**src/rtl/regfile_pkg.sv**
```systemverilog
// regfile_pkg: shared widths and the writeback request type for the register-file write port
package regfile_pkg;
    localparam int AW = 5;
    localparam int DW = 32;
    localparam logic [AW-1:0] ZERO_REG = '0;
    typedef struct packed {
        logic [AW-1:0] wa;
        logic [DW-1:0] wd;
    } wb_req_t;
endpackage

```
**src/rtl/wb_fifo.sv**
```systemverilog
// wb_fifo: synchronous FIFO of writeback requests with wrap-bit pointers and registered storage
module wb_fifo
    import regfile_pkg::*;
#(
    parameter int DEPTH = 2
) (
    input  logic                         clk,
    input  logic                         rst_n,
    input  logic                         push,
    input  logic                         pop,
    input  wb_req_t                      din,
    output logic                         full,
    output logic                         empty,
    output logic [$clog2(DEPTH+1)-1:0]   count,
    output wb_req_t                      head
);
    localparam int PW = $clog2(DEPTH);
    logic [PW:0] wp;
    logic [PW:0] rp;
    wb_req_t     mem [DEPTH];
    logic        do_push;
    logic        do_pop;
    assign empty   = wp == rp;
    assign full    = wp == {~rp[PW], rp[PW-1:0]};
    assign count   = wp - rp;
    assign head    = mem[rp[PW-1:0]];
    assign do_push = push && !full;
    assign do_pop  = pop && !empty;
    // storage write; contents need no reset because the pointers define validity
    always_ff @(posedge clk) begin
        if (do_push) mem[wp[PW-1:0]] <= din;
    end
    // pointer advance; reset drops every queued entry
    always_ff @(posedge clk) begin
        if (!rst_n) begin
            wp <= '0;
            rp <= '0;
        end else begin
            if (do_push) wp <= wp + 1'b1;
            if (do_pop) rp <= rp + 1'b1;
        end
    end
endmodule

```
**src/rtl/regfile_wb_arbiter.sv**
```systemverilog
// regfile_wb_arbiter: shares the register-file write port between ALU results and buffered multi-cycle results
module regfile_wb_arbiter
    import regfile_pkg::*;
#(
    parameter int DEPTH    = 2,
    parameter int MAX_WAIT = 4,
    parameter int AW       = 5,
    parameter int DW       = 32
) (
    input  logic                         clk,
    input  logic                         rst_n,
    input  logic                         a_valid,
    input  logic [AW-1:0]                a_wa,
    input  logic [DW-1:0]                a_wd,
    output logic                         a_ready,
    input  logic                         b_valid,
    input  logic [AW-1:0]                b_wa,
    input  logic [DW-1:0]                b_wd,
    output logic                         b_ready,
    output logic                         rf_we,
    output logic [AW-1:0]                rf_wa,
    output logic [DW-1:0]                rf_wd,
    output logic [$clog2(DEPTH+1)-1:0]   b_count,
    output logic                         idle
);
    localparam int WW = $clog2(MAX_WAIT + 1);
    wb_req_t       head;
    wb_req_t       b_req;
    logic          full;
    logic          empty;
    logic          force_b;
    logic          pick_b;
    logic          win;
    logic [AW-1:0] win_wa;
    logic [DW-1:0] win_wd;
    logic [WW-1:0] wait_cnt;
    assign b_req   = '{wa: b_wa, wd: b_wd};
    assign force_b = !empty && wait_cnt == WW'(MAX_WAIT);
    assign a_ready = !force_b;
    assign b_ready = !full;
    assign pick_b  = force_b || (!a_valid && !empty);
    assign win     = pick_b || a_valid;
    assign win_wa  = pick_b ? head.wa : a_wa;
    assign win_wd  = pick_b ? head.wd : a_wd;
    assign idle    = empty && !rf_we;

    wb_fifo #(.DEPTH(DEPTH)) u_fifo (
        .clk   (clk),
        .rst_n (rst_n),
        .push  (b_valid),
        .pop   (pick_b),
        .din   (b_req),
        .full  (full),
        .empty (empty),
        .count (b_count),
        .head  (head)
    );

    // aging: count arbitration losses of the current head, saturating at the force threshold
    always_ff @(posedge clk) begin
        if (!rst_n) wait_cnt <= '0;
        else if (empty || pick_b) wait_cnt <= '0;
        else if (!force_b) wait_cnt <= wait_cnt + WW'(1);
    end
    // output register; register-0 writes are consumed without raising the enable
    always_ff @(posedge clk) begin
        if (!rst_n) begin
            rf_we <= 1'b0;
            rf_wa <= '0;
            rf_wd <= '0;
        end else begin
            rf_we <= win && win_wa != ZERO_REG;
            if (win) begin
                rf_wa <= win_wa;
                rf_wd <= win_wd;
            end
        end
    end
endmodule

```
**config.mk**
```make
export PLATFORM = sky130hd
export DESIGN_NAME = regfile_wb_arbiter
export DESIGN_NICKNAME = d
export VERILOG_FILES = /design/src/rtl/regfile_pkg.sv /design/src/rtl/wb_fifo.sv /design/src/rtl/regfile_wb_arbiter.sv
export SDC_FILE = /design/constraint.sdc
export NUM_CORES = 1
export LEC_CHECK = 0
export ABC_AREA = 1
export CORE_MARGIN = 10
export CORE_UTILIZATION = 51
export CTS_BUF_LIST = sky130_fd_sc_hd__clkbuf_4
export DETAILED_ROUTE_END_ITERATION = 7
export PLACE_DENSITY = 0.82
export SYNTH_ARGS = -nofsm -noshare
export SYNTH_HDL_FRONTEND = slang
export SYNTH_SLANG_ARGS = --single-unit
```
**constraint.sdc**
```tcl
create_clock -name clk -period 4.1 [get_ports clk]
set_input_delay 0.82 -clock clk [delete_from_list [all_inputs] [get_ports clk]]
set_output_delay 0.82 -clock clk [all_outputs]
set_load 0.05 [all_outputs]
```
==> impl_metrics.yaml, run 1 <==
global_routing:
  grtUsageTotal_pct: 16.5
  grt_pass1_vias: 3707
  grt-ovfl-total: 0
  grt_max_degree: 56
  antenna_found_initial: 1
  grt_pass1_wl_mm: 18.6
placement:
  place.gp.congestion: 0.791
  place_area_um2: 6150
  dp_hpwl_mm: 7.69
  pre_cts_slack_ns: 1.08
  port_buffers: 120
logic_synthesis:
  syn_nets: 530
  synth_xor_area_share_pct: 0.360
  syn_avg_cell_area_um2: 10.8
  synth_compound_area_share_pct: 12.1
  yosys_warnings: 0
  synth_simple_gate_area_share_pct: 16.2
  ys_seq_area_share_pct: 64.6
  netlist_area_um2: 4860
  synth_fa_ha_area_share_pct: 0.772
  synth.distinct_cells: 28
  synth_top_family_by_area: "simple AND/OR/NAND/NOR gates"
  synthMuxAreaShare_pct: 0
  synth_seq_cells: 120
  syn-instance-count: 449
setup_path:
  path_cells: "inv_1 > ha_1 > nand3_4 > nand2_1 > clkdlybuf4s50_1"
  criticalPathCategory: "reg2out"
  crit_buf_inv: 2
  crit_path_end_kind: "primary output"
  worstPathArrival_ns: 2.61
  cp_top_family: "buffers and inverters"
  cp_slowest_stage_delay_ns: 0.82
  slowest_stage: "clkdlybuf4s50_1"
  critPathMaxFanout: 17
  startpoint_type: "register"
  required_ns: 3.28
sta:
  setup_ws_ns: 0.665
  drv_slew: 0
  worst_pin_slew_ns: 1.15
  slew_headroom_pct: 23.3
  min_period_over_period_pct: 83.8
  setup-tns-final_ns: 0
  finalSetupViolations: 0
  rsz0062_at_grt: "no"
  fin_worst_skew_ns: 0.0188
  hold_viol: 0
  period_minus_slack_ns: 3.43
  holdWs_ns: 0.458
  max_freq_mhz: 291
cts:
  holdBufCountCts: 0
  cts_sinks: 120
  cts_setup_buffers: 0
  cts_buffers: 17
  path_clk_slew_ns: 0.11
  root_buffer: "clkbuf_4"
  tritoncts: "built"
  clk_latency_ns: 0.49
  htreeDepth: 4
  cts_resized: 0
  cts_max_path_buffers: 2
finish:
  final_nets: 651
  nFillCells: 725
  multi_input_area_um2: 1450
  final_cell_area_um2: 6460
  layout-drive-gt1-share_pct: 13.0
  syn_to_final_growth_pct: 32.8
  regArea_um2: 3140
  final_common_cell: "clkdlybuf4s50_1"
  layout_common_cells: "120 x clkdlybuf4s50_1, 78 x nor2_1, 74 x edfxtp_1"
floorplanning:
  die-area_um2: 13800
  dieHeight_um: 118
  num_rows: 35
  core_area_um2: 9280
  die_w_um: 118
  initial_core_util_pct: 52.4
  ioPinCount: 121
pwr:
  pwr-share-seq_pct: 45.5
  power.leakage_nw: 2.38
  pwr-share-comb_pct: 27.3
  irDropWorstVdd_mv: 0.251
  total_power_mw: 3.22
  switching_share_pct: 33.6
  power_density_nw_per_um2: 498
  switchingPower_mw: 1.08
  clkPwrFrac_pct: 27.2
  p_int_mw: 2.14
min_path:
  hp-class: "reg2reg"
detailed_routing:
  drcViolationCount: 0
  first_pass_iters: 4
  wl_per_cell_um: 16.0
  wirelength_mm: 11.4
  num_vias: 3527
  drt_iter0_drc: 223
  ant_nets: 0
  viasPerCell: 4.95
status:
  status: "finished, final reports clean"
flow_run:
  max_cap_violations: 0
-- state kept, by name (all words and copies together), names as in the netlist, named ones only --
| register | flops |
|---|---|
| rf_we | 1 |
| u_fifo.rp | 2 |
| u_fifo.mem | 74 |
| rf_wd | 32 |
| rf_wa | 5 |
| u_fifo.wp | 2 |
| wait_cnt | 3 |
-- path summary, 6_finish.rpt --
kind,startpoint,to,slack (ns),depth (start not counted)
setup / recovery,u_fifo.wp[0],a_ready,0.67,5
hold / removal,wait_cnt[0],wait_cnt[0],0.46,1
setup reg to reg,u_fifo.wp[0],u_fifo.rp[1],1.59,8
hold reg to reg,wait_cnt[0],wait_cnt[0],0.46,1
-- area by class of cell --
| cell class | instances | area share [%] |
|---|---|---|
| Antenna cell | 1 | 0.0387 |
| Timing Repair Buffer | 123 | 18.9 |
| Clock buffer | 17 | 1.98 |
| Inverter | 46 | 2.75 |
| Multi-Input combinational cell | 262 | 22.4 |
| Sequential cell | 120 | 48.6 |
| Tap cell | 129 | 2.50 |
| Clock inverter | 15 | 2.77 |
-- through the flow --
stage                     cells  utilization, %
after global routing        713            69.6
after CTS                   712            69.6
final                       713            69.6
after floorplan             449               -
after detailed placement    680            66.3
after global placement      680            66.3
-- Yosys cell counts --
master	instances	area share (%)
buf_1	2	0.15
dfxtp_1	46	19
inv_6	1	0.18
ha_1	3	0.77
o21ai_1	30	3.1
xor2_1	1	0.18
nand2_1	60	4.6
edfxtp_1	74	46
buf_4	1	0.15
nand3_1	6	0.62
or2_1	1	0.13
xnor2_1	1	0.18
o21ai_0	11	1.1
clkbuf_1	4	0.31
o2111ai_1	1	0.18
nand4_1	8	1.0
inv_2	3	0.23
o22ai_1	13	1.7
o22ai_2	19	4.9
nor2_1	80	6.2
buf_6	2	0.46
a21oi_1	6	0.62
a31oi_1	4	0.51
nand2_2	13	1.7
nand2_8	3	1.2
inv_1	42	3.2
nand3_4	2	0.72
buf_2	12	1.2
-- per-layer routing --
layer | vias up | global-route usage (%) | routed length [um]
li1 | 1773 | - | -
met1 | 1641 | 18.5 | 4680
met2 | 99 | 29.5 | 6110
met3 | 14 | 3.79 | 422
met4 | 0 | 6.96 | 170
met5 | - | 0 | 0
-- cell families after synthesis --
group | after synthesis
buf+inv | 67
fa+ha+maj | 3
xor+xnor | 2
compound gates | 84
flops | 120
simple gates | 173
-- power by group through the flow --
stage          clock network [mW]  registers [mW]  logic (mW)
3_5_place_dp                    0            1.49       0.883
5_1_grt                     0.943            1.48       0.948
2_1_floorplan                   0            1.68       0.391
3_3_place_gp                    0            1.49       0.867
4_1_cts                     0.893            1.46       0.886
6_report                    0.875            1.46       0.877
No activity file was read; power rests on OpenSTA's default activity.
==> run 2: changes to the inputs <==
CORE_UTILIZATION = 46   (was 51)
PLACE_DENSITY = 0.78   (was 0.82)
clock period = 3.13 ns   (was 4.1 ns; I/O delays follow)
==> impl_metrics.yaml, run 2 (synthesized netlist as in run 1, its figures left out) <==
sta:
  setup-tns-final_ns: 0
  drv_slew: 0
  worst_pin_slew_ns: 0.691
  fin_worst_skew_ns: 0.0178
  period_minus_slack_ns: 2.99
  setup_ws_ns: 0.141
  slew_headroom_pct: 53.8
  min_period_over_period_pct: 95.5
  rsz0062_at_grt: "no"
  holdWs_ns: 0.464
  hold_viol: 0
  max_freq_mhz: 335
  finalSetupViolations: 0
placement:
  place_area_um2: 6220
  port_buffers: 120
  dp_hpwl_mm: 8.33
  place.gp.congestion: 0.762
  pre_cts_slack_ns: 0.378
pwr:
  pwr-share-seq_pct: 45.9
  power_density_nw_per_um2: 640
  total_power_mw: 4.16
  clkPwrFrac_pct: 25.7
  p_int_mw: 2.73
  power.leakage_nw: 2.39
  switching_share_pct: 34.4
  pwr-share-comb_pct: 28.4
  switchingPower_mw: 1.43
  irDropWorstVdd_mv: 0.320
setup_path:
  startpoint_type: "register"
  required_ns: 2.50
  crit_path_end_kind: "primary output"
  criticalPathCategory: "reg2out"
  critPathMaxFanout: 17
  worstPathArrival_ns: 2.36
global_routing:
  grt-ovfl-total: 0
  grt_max_degree: 39
  grt_pass1_vias: 3751
  antenna_found_initial: 1
  grtUsageTotal_pct: 16.0
  grt_pass1_wl_mm: 18.6
cts:
  cts_max_path_buffers: 2
  clk_latency_ns: 0.50
  cts_setup_buffers: 0
  root_buffer: "clkbuf_4"
  tritoncts: "built"
  htreeDepth: 4
  cts_buffers: 17
  cts_sinks: 120
  path_clk_slew_ns: 0.11
detailed_routing:
  num_vias: 3591
  wl_per_cell_um: 16.5
  viasPerCell: 4.97
  drt_iter0_drc: 189
  wirelength_mm: 11.9
  first_pass_iters: 5
  drcViolationCount: 0
  ant_nets: 0
min_path:
  hp-class: "reg2reg"
floorplanning:
  initial_core_util_pct: 47.1
  num_rows: 37
  ioPinCount: 121
  die-area_um2: 15100
  dieHeight_um: 123
  core_area_um2: 10300
  die_w_um: 123
finish:
  final_cell_area_um2: 6500
  final_nets: 654
  layout-drive-gt1-share_pct: 13.8
  syn_to_final_growth_pct: 33.7
  largest_reg_flops: 74
  final_common_cell: "clkdlybuf4s50_1"
  layout_common_cells: "118 x clkdlybuf4s50_1, 78 x nor2_1, 74 x edfxtp_1"
flow_run:
  max_cap_violations: 0
status:
  status: "finished, final reports clean"
-- run 2: changes by cell type in the layout (fill, tap and decap cells not counted), sizes merged --
cell / change
buf: +3
dlygate4sd2: +2
bufinv: -1
clkdlybuf4s50: -2
inv: +1
clkinv: -1
clkinvlp: +1
-- run 2: per-layer routing --
layer	track usage, %	wire length, um	up-vias
met2	29.5	6340	122
met4	7.29	274	0
met5	0	0	-
li1	-	-	1778
met1	15.9	4450	1671
met3	5.19	850	20
-- run 2: what timing repair did --
item / CTS / global route
endpoints found under the setup margin: 2 / 0
hold buffers: 0 / 0
gates resized for setup: 2 / 0
-- run 2: stage by stage --
stage               utilization, %  cells
floorplan                        -    449
global placement              60.3    690
detailed placement            60.3    690
CTS                           63.0    722
global route                  63.0    723
finish                        63.0    723
-- run 2: layout make-up --
class                      instances  area (um^2)
sequential                       120         3140
multi-input combinational        262         1450
fill                             833         3820
tap                              136          170
antenna                            1         2.50
timing repair buffer             126         1280
inverter                          46          178
clock buffer                      17          128
clock inverter                    15          154
-- run 2: worst paths after layout --
path | from | endpoint | slack [ns] | cells past startpoint
max | u_fifo.wp[0] | idle | 0.14 | 5
min | wait_cnt[0] | wait_cnt[0] | 0.46 | 1
min reg2reg | wait_cnt[0] | wait_cnt[0] | 0.46 | 1
max reg2reg | u_fifo.wp[0] | rf_wd[18] | 0.81 | 9
-- run 2: critical path, cell delays in order, from the launching register on --
cell           delay, ns
dfxtp_1             0.40
inv_1               0.12
ha_1                0.38
nand3_4             0.25
nor2_1              0.15
dlygate4sd2_1       0.56
-- run 2: power by group through the flow --
stage	Sequential, mW	Clock (mW)	Combinational (mW)
after floorplan	2.20	0	0.514
after global placement	1.94	0	1.17
after detailed placement	1.95	0	1.19
after CTS	1.91	1.10	1.20
after global routing	1.93	1.17	1.28
final	1.91	1.07	1.18
==> run 3: changes to the inputs <==
CTS_CLUSTER_DIAMETER = 80   (was unset)
==> results of run 3 <==
Final layout, timing and power as in run 2 (identical DEF).
